## src/rtl/sprite_motion_ctrl.sv

```systemverilog
// sprite_motion_ctrl: keyboard-driven sprite mover, advanced once per video frame.
// Decodes arrow-style keycodes into a per-axis direction. Speed ramps up while the
// same direction is held. Position saturates at the screen limits. Outputs also
// report facing direction, limit contact and a walk-cycle animation index.
module sprite_motion_ctrl #(
    parameter int W            = 10,
    parameter int NUM_KEYS     = 2,
    parameter int X_MIN        = 0,
    parameter int X_MAX        = 639,
    parameter int Y_MIN        = 0,
    parameter int Y_MAX        = 479,
    parameter int X_CENTER     = 320,
    parameter int Y_CENTER     = 240,
    parameter int SIZE         = 4,
    parameter int STEP_MAX     = 4,
    parameter int ACCEL_FRAMES = 8,
    parameter int ANIM_DIV     = 8
) (
    input  logic                  frame_clk,
    input  logic                  Reset,
    input  logic [8*NUM_KEYS-1:0] keycodes,
    output logic [W-1:0]          SpriteX,
    output logic [W-1:0]          SpriteY,
    output logic [W-1:0]          SpriteS,
    output logic                  moving,
    output logic [3:0]            at_edge,
    output logic [1:0]            facing,
    output logic [1:0]            anim_frame
);

    localparam int SW = $clog2(STEP_MAX + 1);
    localparam int HW = $clog2(ACCEL_FRAMES + 1);
    localparam int AW = $clog2(ANIM_DIV + 1);

    localparam logic [SW-1:0] SPD_ONE   = SW'(1);
    localparam logic [SW-1:0] SPD_MAX   = SW'(STEP_MAX);
    localparam logic [HW-1:0] HOLD_LAST = HW'(ACCEL_FRAMES - 1);
    localparam logic [AW-1:0] ANIM_LAST = AW'(ANIM_DIV - 1);

    // Centre limits are kept one bit wider than the position so that the
    // subtract/add comparisons below never wrap.
    localparam logic [W:0] X_LO = (W+1)'(X_MIN + SIZE);
    localparam logic [W:0] X_HI = (W+1)'(X_MAX - SIZE);
    localparam logic [W:0] Y_LO = (W+1)'(Y_MIN + SIZE);
    localparam logic [W:0] Y_HI = (W+1)'(Y_MAX - SIZE);

    // Per-axis direction encoding: 01 = +1, 11 = -1, 00 = still.
    localparam logic [1:0] D_POS = 2'b01;
    localparam logic [1:0] D_NEG = 2'b11;

    // Elaboration-time guard on parameters that would break the ramp or the range logic.
    if (STEP_MAX < 1 || ACCEL_FRAMES < 1 || ANIM_DIV < 1) begin : g_bad_rate
        $error("sprite_motion_ctrl: STEP_MAX, ACCEL_FRAMES and ANIM_DIV must be >= 1");
    end
    if (X_CENTER < X_MIN + SIZE || X_CENTER > X_MAX - SIZE ||
        Y_CENTER < Y_MIN + SIZE || Y_CENTER > Y_MAX - SIZE) begin : g_bad_center
        $error("sprite_motion_ctrl: reset centre lies outside the valid range");
    end

    logic          key_l, key_r, key_u, key_d;
    logic [1:0]    dx, dy;
    logic [3:0]    dir, prev_dir;
    logic [SW-1:0] speed, spd_eff;
    logic [HW-1:0] hold_cnt;
    logic [AW-1:0] anim_cnt;
    logic [W:0]    spd_w, x_ext, y_ext, x_next, y_next;
    logic [W-1:0]  nx, ny;
    logic          move_now;

    assign SpriteS = W'(SIZE);

    // Key decode: any slot holding a direction code sets that direction; duplicates simply OR.
    always_comb begin
        // NOTE: every combinational output gets a default first, so no path leaves it unassigned and no latch is inferred.
        key_l = 1'b0;
        key_r = 1'b0;
        key_u = 1'b0;
        key_d = 1'b0;
        for (int k = 0; k < NUM_KEYS; k++) begin
            case (keycodes[8*k +: 8])
                8'h04:   key_l = 1'b1;
                8'h07:   key_r = 1'b1;
                8'h16:   key_d = 1'b1;
                8'h1A:   key_u = 1'b1;
                default: ;
            endcase
        end
    end

    // Opposite keys on one axis cancel out.
    assign dx      = (key_r && !key_l) ? D_POS : (key_l && !key_r) ? D_NEG : 2'b00;
    assign dy      = (key_d && !key_u) ? D_POS : (key_u && !key_d) ? D_NEG : 2'b00;
    assign dir     = {dx, dy};
    assign spd_eff = (dir != prev_dir) ? SPD_ONE : speed;

    assign spd_w = (W+1)'(spd_eff);
    assign x_ext = {1'b0, SpriteX};
    assign y_ext = {1'b0, SpriteY};

    // Next position: step by this frame's effective speed, saturating exactly at each limit.
    always_comb begin
        x_next = x_ext;
        y_next = y_ext;
        if (dx == D_POS)
            x_next = (x_ext + spd_w >= X_HI) ? X_HI : x_ext + spd_w;
        else if (dx == D_NEG)
            x_next = (x_ext >= X_LO + spd_w) ? x_ext - spd_w : X_LO;
        if (dy == D_POS)
            y_next = (y_ext + spd_w >= Y_HI) ? Y_HI : y_ext + spd_w;
        else if (dy == D_NEG)
            y_next = (y_ext >= Y_LO + spd_w) ? y_ext - spd_w : Y_LO;
    end

    assign nx       = x_next[W-1:0];
    assign ny       = y_next[W-1:0];
    assign move_now = (nx != SpriteX) || (ny != SpriteY);

    assign at_edge = {y_ext == Y_LO, y_ext == Y_HI, x_ext == X_HI, x_ext == X_LO};

    // Position, speed ramp, facing and movement flag, all advanced once per frame.
    always_ff @(posedge frame_clk or posedge Reset) begin
        if (Reset) begin
            SpriteX  <= W'(X_CENTER);
            SpriteY  <= W'(Y_CENTER);
            speed    <= SPD_ONE;
            hold_cnt <= '0;
            prev_dir <= '0;
            moving   <= 1'b0;
            facing   <= 2'b00;
        end else begin
            // NOTE: registered state uses non-blocking assignments so every update samples pre-edge values.
            SpriteX  <= nx;
            SpriteY  <= ny;
            moving   <= move_now;
            prev_dir <= dir;
            if (dir == 4'b0000 || dir != prev_dir) begin
                speed    <= SPD_ONE;
                hold_cnt <= '0;
            end else if (hold_cnt == HOLD_LAST) begin
                hold_cnt <= '0;
                speed    <= (speed < SPD_MAX) ? speed + SPD_ONE : SPD_MAX;
            end else begin
                hold_cnt <= hold_cnt + HW'(1);
            end
            if (dx != 2'b00)
                facing <= (dx == D_POS) ? 2'b11 : 2'b10;
            else if (dy != 2'b00)
                facing <= (dy == D_POS) ? 2'b00 : 2'b01;
        end
    end

    // Walk cycle: advances every ANIM_DIV moving frames, snaps back to 0 when the sprite stops.
    always_ff @(posedge frame_clk or posedge Reset) begin
        if (Reset) begin
            anim_cnt   <= '0;
            anim_frame <= 2'b00;
        end else if (!move_now) begin
            anim_cnt   <= '0;
            anim_frame <= 2'b00;
        end else if (anim_cnt == ANIM_LAST) begin
            anim_cnt   <= '0;
            anim_frame <= anim_frame + 2'b01;
        end else begin
            anim_cnt <= anim_cnt + AW'(1);
        end
    end

endmodule

```

## config.mk

```make
export PLATFORM = sky130hd
export DESIGN_NAME = sprite_motion_ctrl
export DESIGN_NICKNAME = d
export VERILOG_FILES = /design/src/rtl/sprite_motion_ctrl.sv
export SDC_FILE = /design/constraint.sdc
export NUM_CORES = 1
export LEC_CHECK = 0
export ABC_AREA = 0
export BUFFER_PORTS_ARGS = -buffer_cell sky130_fd_sc_hd__buf_2
export CAP_MARGIN = 20
export CORE_MARGIN = 1
export CORE_UTILIZATION = 40
export DETAILED_ROUTE_END_ITERATION = 16
export HOLD_SLACK_MARGIN = 0.12
export MAX_ROUTING_LAYER = met4
export SKIP_CTS_REPAIR_TIMING = 1
export SLEW_MARGIN = 20
export SYNTH_ARGS = -nofsm -noshare
export SYNTH_HDL_FRONTEND = slang
export SYNTH_SLANG_ARGS = --single-unit
```

## constraint.sdc

```tcl
create_clock -name frame_clk -period 9.9 [get_ports frame_clk]
set_input_delay 1.98 -clock frame_clk [delete_from_list [all_inputs] [get_ports frame_clk]]
set_output_delay 1.98 -clock frame_clk [all_outputs]
set_load 0.01 [all_outputs]
```

==> impl_metrics.toml, run 1 <==
[outcome]
run_status = "complete, no violations"

[routing]
first_pass_iters = 5
routed_wl_um = 13400
drc = 0
ant_nets = 0
vias_per_cell = 6.42
routed-via-count = 4492
routedWlPerCell_um = 19.1
drtIter0Drc = 457

[setup_path]
required_ns = 10.07
r2r_end = "anim_cnt[3]"
r2r-start = "prev_dir[1]"
start_kind = "primary input"
worstPathCellList = "buf_2 > or3_1 > or3_1 > or3b_2 > o41ai_1 > ha_1 > xnor2_1 > nor4_1 > nand2_1 > fa_1 > o21bai_1 > and2_1 > a32oi_1 > a21oi_2 > nor3_1 > nor4_1 > o2111ai_1 > nor4_4 > a21oi_1"
r2r_slack_ns = 4.74
path_class = "primary input to register"
slowest_delay_ns = 0.74
cpLargestDelayFamily = "simple AND/OR/NAND/NOR gates"
critPathLaunch = "keycodes[13]"
r2r_cells = 13
worstPathArrival_ns = 8.49
crit_buf_inv = 1
cp-end-kind = "register"
crit_slowest_cell = "nor4_1"
cp_max_fo = 8

[synthesis]
yosys.area_share.xor_xnor_pct = 5.36
yosys.area_share.simple_pct = 26.6
synthesis.area_um2 = 4250
ys_async_sr_fraction_pct = 100
ys_seq_area_share_pct = 23.8
synth-seq-cells = 40
synth_warnings = 0
ys.flop_type = "dfrtp_1"
syn_area_per_cell_um2 = 7.88
synth_edf_count = 0
synth_cells = 539
synthAdderAreaFrac_pct = 8.66
synth_top_family_by_area = "compound AO/OA/AOI/OAI gates"
synth_compound_area_share_pct = 27.1
synthMuxAreaShare_pct = 0.236
yosysUniqueCellTypes = 80

[pwr]
p_sw_uw = 511
p_int_uw = 502
seqPwrFrac_pct = 33.0
pwr-share-clk_pct = 14.6
swShare_pct = 50.5
powerDensity_nw_per_um2 = 221
irDropWorstVdd_v = 0.0000767
p_comb_share_pct = 52.4
power.leakage_uw = 0.00190
total_power_uw = 1010

[finish]
antenna_cells = 0
layout_common_cells = "a21oi_1 (49), nand2_1 (46), buf_2 (46)"
final_common_cell = "a21oi_1"
area_growth_pct = 7.95
fin_nets = 608
drive_gt1_share_pct = 15.1

[clock_tree]
clock_latency_ns = 0.32
root_buffer = "clkbuf_8"
cts_max_path_buffers = 2
cts_tree = "built"
numCtsBuffers = 5
path_clk_slew_ns = 0.09
numClockSinks = 40
cts_max_level = 2

[min_path]
holdPathEnd = "anim_cnt[0]"
holdCritStartpoint = "anim_cnt[0]"
hp-class = "register to register"
holdPathStages = 1

[floorplan]
die_w_um = 105
start_util_pct = 41.1
die-area_um2 = 11000
coreArea_um2 = 10300
die_y_um = 105
pin_count = 57
rows = 37

[global_routing]
antenna_found_initial = 0
track_usage_pct = 25.2
grt_pass1_wl_um = 21500
grt_pass1_vias = 4167
grt_overflow = 0
grt_max_degree = 41

[timing]
skew_ns = 0.0183
fin_setup_tns_ns = 0
layout_setup_ws_ns = 1.58
worstMarginPinSlew_ns = 0.857
relSlewSlack_pct = 42.3
finalHoldViolCount = 0
finalCritPeriodShare_pct = 84.0
finalMaxSlewViolations = 0
timing.fmax_ghz = 0.120
rsz0062_at_grt = "no"
finalSetupViolCount = 0
timing.final.crit_period_ns = 8.32

[job]
drv_cap = 0

[placed_design]
io_buffers = 46
gp_congestion = 0.995
place_hpwl_um = 9970
place_ws_ns = 1.24
-- worst max path at each step --
stage / to / slack (ns) / depth (start not counted)
floorplan: anim_cnt[0] / 2.55 / 18
global placement: anim_cnt[0] / 1.34 / 19
detailed placement: anim_frame[0] / 1.24 / 19
CTS: anim_frame[0] / 1.57 / 19
global route: anim_frame[0] / 0.92 / 19
finish: anim_cnt[3] / 1.58 / 19
-- area by class of cell --
cell class | count | area [um2]
Fill cell | 1063 | 5740
Timing Repair Buffer | 48 | 245
Tap cell | 136 | 170
Clock buffer | 5 | 68.8
Multi-Input combinational cell | 435 | 2920
Clock inverter | 3 | 46.3
Inverter | 33 | 124
Sequential cell | 40 | 1010
-- through the flow --
stage	cell area, um2	hold WS (ns)	utilization, %	std cells
floorplan	4280	0.442	-	547
global placement	4470	0.460	43.3	692
detailed placement	4470	0.464	43.3	692
CTS	4590	0.476	44.4	700
global route	4590	0.496	44.4	700
finish	4590	0.473	44.4	700
-- flip-flops by register name (all words and copies together) (netlist names) --
signal / cells
SpriteX: 10
moving: 1
anim_frame: 2
facing: 2
speed: 3
hold_cnt: 4
prev_dir: 4
SpriteY: 10
anim_cnt: 4
-- Yosys cell counts, types with 4 or more instances --
cell type  count  area [um2]
a21oi_1       49         245
nand2_1       46         173
nor2_1        40         150
dfrtp_1       33         826
inv_1         33         124
ha_1          23         288
nand3_1       21         105
nor3_1        21         105
o21ai_0       19        95.1
clkbuf_1      18        67.6
xnor2_1       14         123
xor2_1        12         105
buf_4         10        75.1
or3_1          9        56.3
and3_1         8        50.1
nand2b_1       8        50.1
nand4_1        8        50.1
nor4_1         8        50.1
a211o_1        7        61.3
buf_2          7        35.0
dfstp_2        7         184
nor2b_1        7        43.8
o22ai_1        7        43.8
a211oi_1       6        45.0
nand3b_1       5        37.5
a21o_1         4        30.0
a221oi_1       4        35.0
a22oi_1        4        30.0
buf_6          4        45.0
fa_1           4        80.1
nor4b_1        4        35.0
o21a_1         4        30.0
o221ai_1       4        35.0
o31a_1         4        35.0
o31ai_1        4        30.0
or2_2          4        25.0
-- power by group through the flow --
stage | combinational, uW | sequential, uW | clock (uW)
after CTS | 522 | 330 | 150
after global routing | 580 | 344 | 157
after global placement | 522 | 333 | 0
final | 531 | 334 | 148
after floorplan | 419 | 277 | 0
after detailed placement | 518 | 333 | 0
-- layer usage --
layer | wire (um) | vias to the layer above | track usage [%] | share of wire (%)
li1 | - | 2024 | - | -
met1 | 5620 | 2114 | 33.9 | 42
met5 | 0 | - | - | 0
met3 | 1410 | 43 | 4.18 | 11
met2 | 5930 | 311 | 38.3 | 44
met4 | 419 | 0 | 8.65 | 3.1
-- cell families after synthesis --
group	after synthesis
simple gates	207
compound gates	164
buf+inv	72
flops	40
fa+ha+maj	27
xor+xnor	26
other cells	2
mux	1
No activity file was read; power rests on OpenSTA's default activity.
==> run 2: changes to the inputs <==
- clock period: 9.9 -> 7.3 ns (I/O delays scaled with it)
==> run 2 against run 1 <==
Against the previous run: sequential power up 34%; total power rose by 38%; combinational power up 42%; wire length up 0.36%; sequential share of layout area is 0.54 points lower; utilization rose by 1.1 points; register-to-register slack worse by 1.7 ns; design area up 2.5%; largest cell class unchanged.
==> impl_metrics.toml, run 2 (synthesis results as in run 1) <==
[floorplan]
die_y_um = 105
start_util_pct = 41.1
pin_count = 57
die_w_um = 105
coreArea_um2 = 10300
die-area_um2 = 11000
rows = 37

[routing]
vias_per_cell = 6.20
routed-via-count = 4426
routedWlPerCell_um = 18.8
routed_wl_um = 13400
first_pass_iters = 5
ant_nets = 0
drtIter0Drc = 386
drc = 0

[placed_design]
gp_congestion = 0.986
place_hpwl_um = 10000
place_ws_ns = -0.145
place_inst = 704
io_buffers = 46

[global_routing]
grt_max_degree = 41
antenna_found_initial = 0
grt_overflow = 0
grt_pass1_wl_um = 21800
track_usage_pct = 25.5
grt_pass1_vias = 4229

[pwr]
seqPwrFrac_pct = 32.0
powerDensity_nw_per_um2 = 298
pwr-share-clk_pct = 14.2
p_comb_share_pct = 53.8
total_power_uw = 1400
power.leakage_uw = 0.00197
irDropWorstVdd_v = 0.000117
p_int_uw = 710
swShare_pct = 49.4
p_sw_uw = 693

[finish]
reg_top3 = "SpriteX (10), SpriteY (10)"
area_growth_pct = 10.7
final_common_cell = "a21oi_1"
layout_common_cells = "a21oi_1 (49), nand2_1 (46), buf_2 (46)"
antenna_cells = 0
drive_gt1_share_pct = 17.5
final_cells = 714
fin_nets = 622

[timing]
rsz0062_at_grt = "no"
finalHoldViolCount = 0
timing.fmax_ghz = 0.145
finalMaxSlewViolations = 0
fin_setup_tns_ns = 0
relSlewSlack_pct = 43.1
timing.final.crit_period_ns = 6.88
worstMarginPinSlew_ns = 0.854
holdWs_ns = 0.481
finalSetupViolCount = 0
layout_setup_ws_ns = 0.422
finalCritPeriodShare_pct = 94.2
skew_ns = 0.00762

[clock_tree]
cts_tree = "built"
root_buffer = "clkbuf_8"
path_clk_slew_ns = 0.10
cts_max_path_buffers = 2
cts_max_level = 2
numClockSinks = 40
clock_latency_ns = 0.30
numCtsBuffers = 5

[setup_path]
r2r_slack_ns = 3.07
r2r-start = "prev_dir[1]"
start_kind = "primary input"
crit_end = "anim_cnt[0]"
cp_max_fo = 11
path_class = "primary input to register"
cp-end-kind = "register"
worstPathArrival_ns = 7.10
r2r_end = "anim_cnt[0]"
required_ns = 7.52
r2r_cells = 15
critPathLaunch = "keycodes[13]"

[min_path]
hp-class = "register to register"

[outcome]
run_status = "complete, no violations"

[job]
drv_cap = 0
run 2: routing by layer:
metal / vias up / part of all wire [%] / GRT usage [%] / wire length (um)
met5: - / 0 / - / 0
met4: 0 / 2.7 / 9.56 / 361
met3: 29 / 9.8 / 5.55 / 1320
met2: 272 / 45 / 37.6 / 6010
met1: 2071 / 43 / 34.3 / 5740
li1: 2054 / - / - / -
run 2: through the flow:
step | util [%] | cell area, um2
final | 45.5 | 4700
after global routing | 45.5 | 4700
after CTS | 45.3 | 4680
after detailed placement | 44.2 | 4560
after global placement | 44.2 | 4560
after floorplan | - | 4280
run 2: layout make-up:
| cell class | instances | area [um2] |
|---|---|---|
| flip-flops and latches | 40 | 1010 |
| well taps | 136 | 170 |
| repair buffers | 62 | 350 |
| clock buffers | 5 | 68.8 |
| multi-input cells | 435 | 2930 |
| clock inverters | 3 | 46.3 |
| fillers | 1033 | 5620 |
| inverters | 33 | 124 |
run 2: how the worst min path moves through the flow:
stage | startpoint | to | slack, ns | cells past startpoint
CTS | hold_cnt[0] | hold_cnt[0] | 0.49 | 1
floorplan | anim_cnt[0] | anim_cnt[0] | 0.44 | 1
global route | anim_cnt[0] | anim_cnt[0] | 0.51 | 1
detailed placement | hold_cnt[0] | hold_cnt[0] | 0.47 | 1
finish | hold_cnt[0] | hold_cnt[0] | 0.48 | 1
global placement | anim_cnt[0] | anim_cnt[0] | 0.46 | 1
run 2: power groups by stage:
stage	clock (uW)	sequential, uW	combinational [uW]
4_1_cts	203	443	726
5_1_grt	211	461	823
6_report	200	448	755
3_3_place_gp	0	447	729
3_5_place_dp	0	447	721
2_1_floorplan	0	376	569
run 2: critical path: stages:
cell and delay (ns):
buf_2 0.09, or3_1 0.39, or3_1 0.37, or3b_2 0.47, o41ai_1 0.13, ha_1 0.40
xnor2_1 0.16, nor4_1 0.25, buf_4 0.18, nand2_1 0.20, ha_1 0.51, nor2b_1 0.21
a21oi_2 0.39, nand4_1 0.22, a21oi_2 0.37, a31oi_1 0.23, a211o_1 0.31, o21ai_0 0.23
nor4_4 0.08, buf_4 0.18, a221oi_2 0.25
==> run 3: changes to the inputs <==
- CORE_ASPECT_RATIO: not set -> 1.2
==> run 3 against run 2 <==
Against the previous run: critical path type unchanged; sequential share of layout area is 0.18 points lower; non-clock buffer count did not move; register-to-register slack lost 0.09 ns; clock power is 32% higher.
==> impl_metrics.toml, run 3 (synthesis results as in run 1) <==
[finish]
filler_cell_count = 1022
final_common_cell = "a21oi_1"
antenna_cells = 0
drive_gt1_share_pct = 17.3
layout_common_cells = "a21oi_1 (49), nand2_1 (46), buf_2 (46)"
fin_nets = 622
area_growth_pct = 11.6
reg_top3 = "SpriteX (10), SpriteY (10)"

[timing]
finalMaxSlewViolations = 0
finalSetupViolCount = 0
skew_ns = 0.00318
worstMarginPinSlew_ns = 0.820
layout_setup_ws_ns = 0.335
rsz0062_at_grt = "no"
relSlewSlack_pct = 45.3
timing.fmax_ghz = 0.144
finalHoldViolCount = 0
timing.final.crit_period_ns = 6.96
finalCritPeriodShare_pct = 95.4

[clock_tree]
path_clk_slew_ns = 0.07
root_buffer = "clkbuf_16"
numCtsBuffers = 5
numClockSinks = 40
cts_tree = "built"
cts_max_level = 2
cts_max_path_buffers = 2
clock_latency_ns = 0.29

[routing]
drc = 0
routed_wl_um = 13900
routed-via-count = 4489
routedWlPerCell_um = 19.7
drtIter0Drc = 315
vias_per_cell = 6.38
first_pass_iters = 5
ant_nets = 0

[placed_design]
place_hpwl_um = 10300
gp_congestion = 0.945
place_ws_ns = -0.118
io_buffers = 46

[setup_path]
cp-end-kind = "register"
required_ns = 7.45
start_kind = "primary input"
path_class = "primary input to register"
r2r_slack_ns = 2.98
worstPathArrival_ns = 7.12
cp_max_fo = 7

[job]
drv_cap = 0

[global_routing]
grt_pass1_vias = 4279
grt_overflow = 0
grt_pass1_wl_um = 22500
antenna_found_initial = 0
track_usage_pct = 27.5
grt_max_degree = 41

[floorplan]
start_util_pct = 41.8
die_y_um = 115
die-area_um2 = 11000
die_w_um = 96.1
coreArea_um2 = 10200
pin_count = 57
rows = 40

[pwr]
irDropWorstVdd_v = 0.000141
total_power_uw = 1450
power.leakage_uw = 0.00199
powerDensity_nw_per_um2 = 307

[min_path]
hp-class = "register to register"

[outcome]
run_status = "complete, no violations"
[run 3: cell types whose count changed in the layout (fill, tap and decap cells not counted), sizes merged]
| cell | previous run | this run |
|---|---|---|
| clkinv | 0 | 1 |
| inv | 34 | 33 |
[run 3: layout make-up]
cell class | instances | area, um2 | share of cell area, %
multi-input cells | 435 | 2930 | 61.7
flip-flops and latches | 40 | 1010 | 21.3
repair buffers | 62 | 350 | 7.39
well taps | 126 | 158 | 3.33
clock buffers | 5 | 125 | 2.64
inverters | 33 | 124 | 2.61
clock inverters | 3 | 46.3 | 0.977
[run 3: worst paths after layout]
kind | startpoint | end | cells after the start
worst min-delay path | hold_cnt[0] | hold_cnt[0] | 1
worst max-delay path | keycodes[13] | anim_cnt[2] | 21
worst max register to register | prev_dir[1] | anim_cnt[2] | 15
worst min register to register | hold_cnt[0] | hold_cnt[0] | 1
min in group asynchronous | Reset | SpriteX[7] | 3
max in group asynchronous | Reset | SpriteY[6] | 3
[run 3: through the flow]
stage               TNS (ns)  cell area [um2]  utilization [%]  instances  hold WS [ns]
global route               0             4740             46.7        704         0.511
floorplan                  0             4280                -        547         0.442
finish                     0             4740             46.7        704         0.476
global placement           0             4560             44.9        696         0.460
CTS                        0             4730             46.6        704         0.478
detailed placement    -0.688             4560             44.9        696         0.469
[run 3: critical path, stage by stage]
cell       delay (ns)
buf_2            0.09
or3_1            0.39
or3_1            0.38
or3b_2           0.47
o41ai_1          0.12
ha_1             0.40
xnor2_1          0.16
nor4_1           0.26
buf_4            0.17
nand2b_1         0.15
ha_1             0.27
fa_1             0.42
a2111oi_1        0.58
and3_1           0.24
o21ai_1          0.14
buf_4            0.25
o31a_1           0.12
o21a_1           0.21
a21o_1           0.23
nor4_4           0.45
a21oi_1          0.14
[run 3: routing by layer]
metal	up-vias	share of wire, %	wire length (um)	track usage (%)
li1	2056	-	-	-
met5	-	0	0	-
met4	0	4.5	619	14.1
met2	224	48	6660	43.2
met3	50	6.3	875	4.30
met1	2159	41	5720	33.7
[run 3: power by group]
group / total, uW / internal (uW) / switching (uW)
sequential: 454 / 288 / 166
combinational: 736 / 304 / 431
clock: 264 / 163 / 101
total: 1450 / 755 / 699
